<file path="src/rtl/timer_pkg.sv">
// timer_pkg: definitions shared by the timer block.
//   - timer_mode_e : per-channel mode encodings held in the MODE SFR
//   - CTRL_*       : bit offsets of TR/TF inside each channel's CTRL field
//   - ADDR_*_DEF   : default SFR addresses (match the core's SFR map)
//   - cnt_addr()   : address of a channel's low/high count byte
package timer_pkg;

  typedef enum logic [1:0] {
    MODE_13BIT   = 2'd0,
    MODE_16BIT   = 2'd1,
    MODE_RELOAD8 = 2'd2,
    MODE_HALT    = 2'd3
  } timer_mode_e;

  // Each channel owns two adjacent CTRL bits: TR at 2c, TF at 2c+1.
  localparam int CTRL_BITS_PER_CH = 2;
  localparam int CTRL_TR_OFS      = 0;
  localparam int CTRL_TF_OFS      = 1;

  localparam logic [7:0] ADDR_CTRL_DEF = 8'h88;
  localparam logic [7:0] ADDR_MODE_DEF = 8'h89;
  localparam logic [7:0] ADDR_CNT_DEF  = 8'h8A;
  // SRC sits directly after MODE.
  localparam logic [7:0] ADDR_SRC_OFS  = 8'h01;

  // Count bytes are packed as TL0, TH0, TL1, TH1, ...
  function automatic logic [7:0] cnt_addr(input logic [7:0] base, input int ch, input logic hi);
    return base + 8'(2 * ch) + {7'd0, hi};
  endfunction

endpackage

</file>
<file path="src/rtl/timer_channel.sv">
// timer_channel: one timer/counter channel.
//   Holds TH/TL, decodes the channel mode, performs increment / auto-reload
//   and detects the wrap (overflow). Optional external-pin event source when
//   TIMER_EXT_COUNT_EN is defined.
// Ports:
//   clock, reset_n      : clock, async active-low reset
//   tick                : machine-cycle enable
//   mode_i              : channel mode (timer_mode_e encoding)
//   run_i               : TR bit for this channel
//   ext_sel_i, t_pin_i  : (TIMER_EXT_COUNT_EN only) source select, raw pin
//   wr_tl_i, wr_th_i    : software byte write to TL / TH this cycle
//   wdata_i             : byte write data
//   tl_o, th_o          : current count bytes
//   ovf_o               : combinational wrap event (sets TF in the top)
//   ovf_pulse_o         : registered one-clock overflow pulse
module timer_channel
  import timer_pkg::*;
(
  input  logic       clock,
  input  logic       reset_n,
  input  logic       tick,
  input  logic [1:0] mode_i,
  input  logic       run_i,
`ifdef TIMER_EXT_COUNT_EN
  input  logic       ext_sel_i,
  input  logic       t_pin_i,
`endif
  input  logic       wr_tl_i,
  input  logic       wr_th_i,
  input  logic [7:0] wdata_i,
  output logic [7:0] tl_o,
  output logic [7:0] th_o,
  output logic       ovf_o,
  output logic       ovf_pulse_o
);

  logic [7:0]  tl_q, tl_d;
  logic [7:0]  th_q, th_d;
  logic        pulse_q;
  logic        evt;
  logic        step;
  logic        wrap;
  logic [12:0] cnt13;
  logic [15:0] cnt16;

`ifdef TIMER_EXT_COUNT_EN
  logic sync1_q, sync2_q, prev_q;
  logic fall;

  // Two-flop synchroniser; the edge-history flop only advances on tick so a
  // falling edge is seen on the next tick even if it lands between ticks.
  always_ff @(posedge clock or negedge reset_n) begin
    if (!reset_n) begin
      sync1_q <= 1'b0;
      sync2_q <= 1'b0;
      prev_q  <= 1'b0;
    end else begin
      sync1_q <= t_pin_i;
      sync2_q <= sync1_q;
      if (tick) prev_q <= sync2_q;
    end
  end

  assign fall = prev_q & ~sync2_q;
  assign evt  = run_i & tick & (ext_sel_i ? fall : 1'b1);
`else
  assign evt = run_i & tick;
`endif

  // A software write to either count byte takes precedence over counting.
  assign step = evt & ~wr_tl_i & ~wr_th_i;

  always_comb begin
    tl_d  = tl_q;
    th_d  = th_q;
    wrap  = 1'b0;
    cnt13 = {th_q, tl_q[4:0]} + 13'd1;
    cnt16 = {th_q, tl_q} + 16'd1;
    if (step) begin
      case (timer_mode_e'(mode_i))
        MODE_13BIT: begin
          // TL[7:5] are outside the 13-bit counter and keep their value.
          th_d = cnt13[12:5];
          tl_d = {tl_q[7:5], cnt13[4:0]};
          wrap = &{th_q, tl_q[4:0]};
        end
        MODE_16BIT: begin
          {th_d, tl_d} = cnt16;
          wrap         = &{th_q, tl_q};
        end
        MODE_RELOAD8: begin
          if (&tl_q) begin
            tl_d = th_q;
            wrap = 1'b1;
          end else begin
            tl_d = tl_q + 8'd1;
          end
        end
        default: ;
      endcase
    end
    if (wr_tl_i) tl_d = wdata_i;
    if (wr_th_i) th_d = wdata_i;
  end

  always_ff @(posedge clock or negedge reset_n) begin
    if (!reset_n) begin
      tl_q    <= 8'h00;
      th_q    <= 8'h00;
      pulse_q <= 1'b0;
    end else begin
      tl_q    <= tl_d;
      th_q    <= th_d;
      pulse_q <= wrap;
    end
  end

  assign tl_o        = tl_q;
  assign th_o        = th_q;
  assign ovf_o       = wrap;
  assign ovf_pulse_o = pulse_q;

endmodule

</file>
<file path="src/rtl/timer_unit.sv">
// timer_unit: multi-channel 8051-style timer/counter SFR block.
//   Holds CTRL (TR/TF per channel), MODE (2 bits per channel) and, with
//   TIMER_EXT_COUNT_EN defined, SRC (count-source select per channel).
//   Decodes SFR byte/bit writes and provides a combinational read mux.
//   Counting itself lives in timer_channel, one instance per channel.
// Configuration macro: TIMER_EXT_COUNT_EN (adds t_pin input and SRC register).
// Ports:
//   clock, reset_n : clock, async active-low reset
//   tick           : machine-cycle enable
//   t_pin          : (TIMER_EXT_COUNT_EN only) external count pins
//   data_in, addr  : write data / SFR address (addr[2:0] = bit index on bit writes)
//   wr_en          : write strobe; wr_bit_en selects a bit write, bit_in its data
//   irq_ack        : per-channel interrupt acknowledge, clears TF
//   data_out       : read data for addr, 0 for addresses not owned here
//   tf             : TF flags
//   ovf_pulse      : one-clock overflow pulses
// With default addresses SRC (ADDR_MODE+1) coincides with channel 0's low
// count byte; SRC takes that address, so ext-count builds should place
// ADDR_CNT clear of it.
module timer_unit
  import timer_pkg::*;
#(
  parameter int         CHANNELS  = 2,
  parameter logic [7:0] ADDR_CTRL = ADDR_CTRL_DEF,
  parameter logic [7:0] ADDR_MODE = ADDR_MODE_DEF,
  parameter logic [7:0] ADDR_CNT  = ADDR_CNT_DEF
) (
  input  logic                clock,
  input  logic                reset_n,
  input  logic                tick,
`ifdef TIMER_EXT_COUNT_EN
  input  logic [CHANNELS-1:0] t_pin,
`endif
  input  logic [7:0]          data_in,
  input  logic [7:0]          addr,
  input  logic                wr_en,
  input  logic                wr_bit_en,
  input  logic                bit_in,
  input  logic [CHANNELS-1:0] irq_ack,
  output logic [7:0]          data_out,
  output logic [CHANNELS-1:0] tf,
  output logic [CHANNELS-1:0] ovf_pulse
);

  localparam int CW = CTRL_BITS_PER_CH * CHANNELS;

  logic [CW-1:0]       ctrl_q, ctrl_d;
  logic [CW-1:0]       mode_q, mode_d;
  logic                byte_wr;
  logic                bit_wr;
  logic                src_hit;
  logic [CHANNELS-1:0] wr_tl, wr_th, ovf;
  logic [7:0]          tl_w [CHANNELS];
  logic [7:0]          th_w [CHANNELS];

  assign byte_wr = wr_en & ~wr_bit_en;
  // Bit writes address CTRL only; the low three address bits pick the bit.
  assign bit_wr  = wr_en & wr_bit_en & (addr[7:3] == ADDR_CTRL[7:3]);

`ifdef TIMER_EXT_COUNT_EN
  logic [CHANNELS-1:0] src_q, src_d;

  assign src_hit = (addr == ADDR_MODE + ADDR_SRC_OFS);

  always_comb begin
    src_d = src_q;
    if (byte_wr && src_hit) src_d = data_in[CHANNELS-1:0];
  end

  always_ff @(posedge clock or negedge reset_n) begin
    if (!reset_n) src_q <= '0;
    else          src_q <= src_d;
  end
`else
  assign src_hit = 1'b0;
`endif

  always_comb begin
    for (int c = 0; c < CHANNELS; c++) begin
      wr_tl[c] = byte_wr & ~src_hit & (addr == cnt_addr(ADDR_CNT, c, 1'b0));
      wr_th[c] = byte_wr & ~src_hit & (addr == cnt_addr(ADDR_CNT, c, 1'b1));
    end
  end

  // CTRL update order gives priority: software write, then irq_ack clear,
  // then the hardware overflow set (which must win over both).
  always_comb begin
    ctrl_d = ctrl_q;
    if (byte_wr && (addr == ADDR_CTRL)) ctrl_d = data_in[CW-1:0];
    if (bit_wr) begin
      for (int i = 0; i < CW; i++) begin
        if (addr[2:0] == 3'(i)) ctrl_d[i] = bit_in;
      end
    end
    for (int c = 0; c < CHANNELS; c++) begin
      if (irq_ack[c]) ctrl_d[CTRL_BITS_PER_CH*c + CTRL_TF_OFS] = 1'b0;
      if (ovf[c])     ctrl_d[CTRL_BITS_PER_CH*c + CTRL_TF_OFS] = 1'b1;
    end
  end

  always_comb begin
    mode_d = mode_q;
    if (byte_wr && (addr == ADDR_MODE)) mode_d = data_in[CW-1:0];
  end

  always_ff @(posedge clock or negedge reset_n) begin
    if (!reset_n) begin
      ctrl_q <= '0;
      mode_q <= '0;
    end else begin
      ctrl_q <= ctrl_d;
      mode_q <= mode_d;
    end
  end

  for (genvar c = 0; c < CHANNELS; c++) begin : g_ch
    timer_channel u_ch (
      .clock       (clock),
      .reset_n     (reset_n),
      .tick        (tick),
      .mode_i      (mode_q[CTRL_BITS_PER_CH*c +: 2]),
      .run_i       (ctrl_q[CTRL_BITS_PER_CH*c + CTRL_TR_OFS]),
`ifdef TIMER_EXT_COUNT_EN
      .ext_sel_i   (src_q[c]),
      .t_pin_i     (t_pin[c]),
`endif
      .wr_tl_i     (wr_tl[c]),
      .wr_th_i     (wr_th[c]),
      .wdata_i     (data_in),
      .tl_o        (tl_w[c]),
      .th_o        (th_w[c]),
      .ovf_o       (ovf[c]),
      .ovf_pulse_o (ovf_pulse[c])
    );
    assign tf[c] = ctrl_q[CTRL_BITS_PER_CH*c + CTRL_TF_OFS];
  end

  // Read mux; SRC is checked last so it owns its address, as on writes.
  always_comb begin
    data_out = 8'h00;
    if (addr == ADDR_CTRL) data_out = 8'(ctrl_q);
    if (addr == ADDR_MODE) data_out = 8'(mode_q);
    for (int c = 0; c < CHANNELS; c++) begin
      if (addr == cnt_addr(ADDR_CNT, c, 1'b0)) data_out = tl_w[c];
      if (addr == cnt_addr(ADDR_CNT, c, 1'b1)) data_out = th_w[c];
    end
`ifdef TIMER_EXT_COUNT_EN
    if (src_hit) data_out = 8'(src_q);
`endif
  end

endmodule

</file>
<file path="config.mk">
export PLATFORM = sky130hd
export DESIGN_NAME = timer_unit
export DESIGN_NICKNAME = d
export VERILOG_FILES = /design/src/rtl/timer_pkg.sv /design/src/rtl/timer_channel.sv /design/src/rtl/timer_unit.sv
export SDC_FILE = /design/constraint.sdc
export NUM_CORES = 1
export LEC_CHECK = 0
export CAP_MARGIN = 20
export CORE_MARGIN = 3
export CORE_UTILIZATION = 58
export DETAILED_ROUTE_END_ITERATION = 8
export GPL_TIMING_DRIVEN = 1
export PLACE_DENSITY = 0.93
export SETUP_SLACK_MARGIN = 0.2
export SKIP_CTS_REPAIR_TIMING = 1
export SYNTH_ARGS = -nofsm -noshare
export SYNTH_HDL_FRONTEND = slang
export SYNTH_HIERARCHICAL = 1
export SYNTH_SLANG_ARGS = --single-unit
</file>
<file path="constraint.sdc">
create_clock -name clock -period 2.4 [get_ports clock]
set_clock_uncertainty 0.05 [all_clocks]
set_input_delay 0.24 -clock clock [delete_from_list [all_inputs] [get_ports clock]]
set_output_delay 0.24 -clock clock [all_outputs]
set_load 0.1 [all_outputs]
</file>
### Word level (Yosys, flattened, before mapping)

Cells that the tools add are included.

* $add $sub $neg: 6
* eq/ne operators: 16
* mux-type cells: 36
* bitwise logic cells: 18
* reductions and logical operators: 27

Operators by type and width (count)
* 2-to-1 mux 8 bit: 14
* equality test 8 bit (second input constant): 6
* one-hot mux 8 bit (3 select lines): 2
* adder 16 x 1 -> 16 bit (second input constant): 2
* one-hot mux 8 bit (2 select lines): 2
* AND reduction 16 bit: 2
* adder 13 x 1 -> 13 bit (second input constant): 2
* AND reduction 13 bit: 2
* adder 8 x 1 -> 8 bit (second input constant): 2
* 2-to-1 mux 4 bit: 4
* AND reduction 8 bit: 2
* AND 1 bit: 13
* 2-to-1 mux 1 bit: 12
* nonzero test 3 bit: 4
* AND reduction 2 bit: 4
* nonzero test 2 bit: 4
* nonzero test 4 bit: 2
* equality test 3 x 2 -> 1 bit (second input constant): 2
* one-hot mux 1 bit (3 select lines): 2
* AND reduction 3 bit: 2
* equality test 5 bit (second input constant): 1
* inverter 1 bit: 5
* equality test 2 x 1 -> 1 bit (second input constant): 2
* equality test 2 bit (second input constant): 2
* other kinds (5): 8

* register bits after elaboration: 42
* input bits: 24
* output and inout bits: 12
* logic and storage cells: 113

### Logic depth before layout (Yosys ltp)

* depth in word-level cells: 8
* depth in mapped cells: 10
* gate-level depth less buffers: 8

### Hierarchy

Netlist, hierarchy kept.

By module, submodules not included
* timer_channel: times used 2, cells each 163, area each 1342.5 um^2, seq. area each 425.4 um^2
* timer_unit: times used 1, cells each 119, area each 975.9 um^2, seq. area each 200.2 um^2

### Worst setup path after synthesis

No wires, ideal clock.

* kind: in2out
* from: input addr[0]
* to: output data_out[0]
* arrival: 2.866 ns
* required time: 2.110 ns
* slack: -0.756 ns
* stages on the path: 6
* path buffers: 2
* cell sequence: buf_6 -> buf_2 -> nor2_1 -> o21ai_0 -> o21ai_0 -> nor3_1

* longest elaborated chain between the ends: 7
* elaborated cells on any way between the ends: 12
* those cells by class: eq/ne (6); mux (6)

RTL lines
* start: declaration: RTL line timer_unit.sv:35 `input logic [7:0] addr,`
* equality test 8 bit: RTL line timer_unit.sv:141 `if (addr == ADDR_CTRL) data_out = 8'(ctrl_q);`
* 2-to-1 mux 4 bit: RTL line timer_unit.sv:141
* 2-to-1 mux 4 bit: RTL line timer_unit.sv:142 `if (addr == ADDR_MODE) data_out = 8'(mode_q);`
* 2-to-1 mux 8 bit: RTL line timer_unit.sv:144 `if (addr == cnt_addr(ADDR_CNT, c, 1'b0)) data_out = tl_w[c];`
* 2-to-1 mux 8 bit: RTL line timer_unit.sv:145 `if (addr == cnt_addr(ADDR_CNT, c, 1'b1)) data_out = th_w[c];`
* 2-to-1 mux 8 bit: RTL line timer_unit.sv:144
* 2-to-1 mux 8 bit (*): RTL line timer_unit.sv:145
* end: declaration: RTL line timer_unit.sv:40 `output logic [7:0] data_out,`

Mark *: on every way between the ends. The rest lies on a longest branch, timed or not.

### Worst setup path after layout

* from: register mode_q[1]
* to: register ctrl_q[1]

* longest elaborated chain between the ends: 4
* elaborated cells on any way between the ends: 6
* those cells by class: eq/ne (2); mux (3); reduce/logical (1)

RTL lines
* start: declaration: RTL line timer_unit.sv:48 `logic [CW-1:0] mode_q, mode_d;`
* start signal: assignment: RTL line timer_unit.sv:112 `mode_q <= mode_d;`
* equality test 2 bit (tied with other cells): RTL line timer_channel.sv:80 `case (timer_mode_e'(mode_i))`
* one-hot mux 1 bit (3 select lines) (*): RTL line timer_channel.sv:80
* 2-to-1 mux 1 bit (*): RTL line timer_channel.sv:79 `if (step) begin`
* named net ovf[0]: RTL line timer_unit.sv:52 `logic [CHANNELS-1:0] wr_tl, wr_th, ovf;`
* 2-to-1 mux 1 bit (*): RTL line timer_unit.sv:97 `if (ovf[c]) ctrl_d[CTRL_BITS_PER_CH*c + CTRL_TF_OFS] = 1'b1;`
* named net ctrl_d[1]: RTL line timer_unit.sv:47 `logic [CW-1:0] ctrl_q, ctrl_d;`
* end signal: assignment: RTL line timer_unit.sv:111 `ctrl_q <= ctrl_d;`
* end: declaration: RTL line timer_unit.sv:47

Mark *: on every way through the listed nets, which the timed path passes. The rest lies on a longest branch.
A chain may end at the register's enable or synchronous reset.

==> summary.md <==
| Metric | Value |
|---|---|
| Cell area power density | `454 nW/um^2` |
| Wirelength per Cell | `22.6 um` |
| Fillers | `350` |
| Largest family of logic cells by synthesized area | `simple AND/OR/NAND/NOR gates` |
| Final setup violation count | `0` |
| Initial antenna violation count | `0` |
| IO buf count | `35` |
| Worst Tran Pin Value | `0.574 ns` |
| Synth Warn # | `6` |
| Die area | `7300 sq um` |
| Total of max-cap violations | `0` |
| Critical Path RT | `2.55 ns` |
| Clock Path Buffers | `2` |
| Final Cell Area | `4720 sq um` |
| Synthesized Nets | `479` |
| Final Wtd Congestion | `1.09` |
| XOR/XNOR share of the synthesized area | `0.0287` |
| CTS clk-pin slew, worst paths | `0.08 ns` |
| Crit-path max FO | `4` |
| H-tree levels | `2` |
| Setup crit start kind | `flip-flop` |
| GRT Overall Usage | `0.344` |
| Netlist cell types | `64` |
| Layout cell share with drive strength beyond 1 | `0.263` |
| Dpl hpwl | `8990 um` |
| DR pass1 iterations | `9` |
| Complex-gate fraction of the synthesized area | `0.265` |
| RSZ-0062 raised after global routing | `false` |
| First-pass GRT wire length | `20100 um` |
| Power, Total | `2.14 mW` |
| Clk sink count | `42` |
| Register area share after synthesis | `0.287` |
| Skew-Pair Late Insertion Delay | `0.30 ns` |
| Post-Synth Adder-Cell Area | `0.0342` |
| Routed Antenna Nets | `0` |
| EDFF count, synth | `0` |
| Final worst path period need | `2.19 ns` |
| Final Hold Viols | `0` |
| WL final | `13400 um` |
| CTS Buf Count | `5` |
| Die Ht | `85.5 um` |
| Placed Area | `4410 sq um` |
| Synthesized instance count | `445` |
| Grt total ovfl | `0` |
| Clock Root Buffer | `clkbuf_8` |
| DIE WIDTH | `85.5 um` |
| Hold WC Path Type | `input port to asynchronous set/reset pin` |
| Setup crit end kind | `flip-flop` |
| WS Path Type | `flip-flop to flip-flop` |
| Largest net degree at the start of global routing | `24` |
| Core Rows | `28` |
| CP Data Arrival Time | `2.34 ns` |
| Failing checks | `design-rule violations` |
| Initial Util | `0.608` |
| F_max | `457 MHz` |
| Area grow syn2layout | `28.8%` |
| Final setup margin | `0.212 ns` |
| Fin nets | `551` |
| Io pins | `36` |
| Core area | `6030 sq um` |
| Vias | `4393` |
| Asr flop ratio synth | `1.00` |
| Mapped Avg Cell Area | `8.23 sq um` |
| Multiplexer share of the synthesized area | `0.0482` |
| Vias/cell | `7.41` |
| Status | `finished, violations left` |
| Max Transition Viols Final | `0` |
| Synth Cell Area | `3660 sq um` |
| Peak supply drop | `426 uV` |
| Initial DRC count | `916` |
| TritonCTS clock tree | `yes` |
| DRC Markers | `18` |
| Max_slew headroom | `0.617` |
| Setup WS pre-CTS | `-0.0977 ns` |
| Final Cycle Share | `0.912` |
| Simple-gate area share of the yosys netlist | `0.284` |
| Most used DFF post-synth | `dfrtp_1` |
| Setup TNS | `0 ns` |
| # diodes | `0` |
| Yosys reg bits | `42` |
| Leak | `1.89 nW` |
| Vias in the first global route | `4193` |
| WHS | `0.421 ns` |
==> cell usage after synthesis, types with 7 or more instances <==
library cell	n	area [sq um]
o31ai_1	14	105
nor2b_1	10	62.6
inv_1	20	75.1
o221ai_1	9	78.8
o21ai_0	32	160
clkbuf_1	10	37.5
nor2_1	39	146
buf_2	9	45.0
mux2_2	7	78.8
ha_1	10	125
a21oi_1	17	85.1
dfrtp_1	42	1050
nand3_1	17	85.1
nor3_1	11	55.1
nand2_1	46	173
xnor2_1	8	70.1
a211oi_1	10	75.1
nand4_1	11	68.8
a31oi_1	10	62.6
==> metal layers <==
| layer | wire length [um] | vias up | track usage |
|---|---|---|---|
| li1 | - | 1817 | - |
| met3 | 1880 | 140 | 0.0786 |
| met4 | 1000 | 0 | 0.193 |
| met2 | 5780 | 458 | 0.532 |
| met5 | 0 | - | 0 |
| met1 | 4750 | 1978 | 0.441 |
==> sequential cells by signal, summed over array words and instances, names as in the netlist <==
register / flops
ctrl_q: 4
g_ch.u_ch/ovf_pulse_o: 2
g_ch.u_ch/tl_o: 16
mode_q: 4
g_ch.u_ch/th_o: 16
==> where the power goes <==
group	switching, mW	leakage, nW	internal, mW
clock	0.243	0.0482	0.232
combinational	0.375	1.28	0.295
sequential	0.205	0.558	0.793
total	0.823	1.89	1.32
==> worst max-delay path, stage by stage (launching register included) <==
cell	delay [ns]
dfrtp_1	0.42
inv_1	0.10
ha_1	0.32
nand4_1	0.25
a211oi_1	0.33
a21oi_1	0.09
nor4_2	0.37
inv_1	0.08
o31ai_1	0.08
==> cells in the final DEF (no fill, tap or decap), types with 8 or more instances in the layout <==
cell type	n
dfrtp_1	40
xnor2_1	8
o21ai_0	28
buf_12	8
nand3_1	16
a21oi_1	16
a211oi_1	10
nand2_1	46
inv_1	20
nor3_1	8
nor2_1	29
nor2b_1	10
a31oi_1	10
nand4_1	11
nor2_2	10
buf_4	57
o221ai_1	8
o31ai_1	12
clkdlybuf4s50_1	19
==> cell type report <==
cell class / instances / area [sq um] / share of cell area
clock buffer: 7 / 86.3 / 0.0183
timing repair buffer: 89 / 831 / 0.176
inverter: 20 / 75.1 / 0.0159
tap: 75 / 93.8 / 0.0199
multi-input combinational: 359 / 2570 / 0.545
sequential: 42 / 1050 / 0.223
clock inverter: 1 / 5.00 / 0.00106
==> path summary, 6_finish.rpt <==
path	from	endpoint	slack [ns]	cells past startpoint
hold / removal	reset_n	g_ch[1].u_ch/ovf_pulse_o	0.42	2
max in group asynchronous	reset_n	g_ch[0].u_ch/th_o[0]	1.19	3
setup / recovery	mode_q[1]	ctrl_q[1]	0.21	8
hold reg to reg	g_ch[1].u_ch/th_o[6]	g_ch[1].u_ch/th_o[6]	0.55	1
min in group clock	irq_ack[1]	ctrl_q[3]	0.48	2
setup reg to reg	mode_q[1]	ctrl_q[1]	0.21	8
==> per-stage QoR <==
stage / instances / utilization
global route: 593 / 0.783
global placement: 575 / 0.732
finish: 593 / 0.783
floorplan: 445 / -
detailed placement: 575 / 0.732
CTS: 583 / 0.747
==> kinds of logic (layout without fill, tap and decap cells) <==
logic type | count (synthesis) | count (layout)
and+or+nand+nor | 183 | 183
DFF | 42 | 42
AOI/OAI and AO/OA | 139 | 139
muxes | 15 | 15
buffers and inverters | 44 | 117
adders and majority gates | 10 | 10
xor gates and xnor gates | 12 | 12
Note: power is estimated with default switching activity, not from simulation.
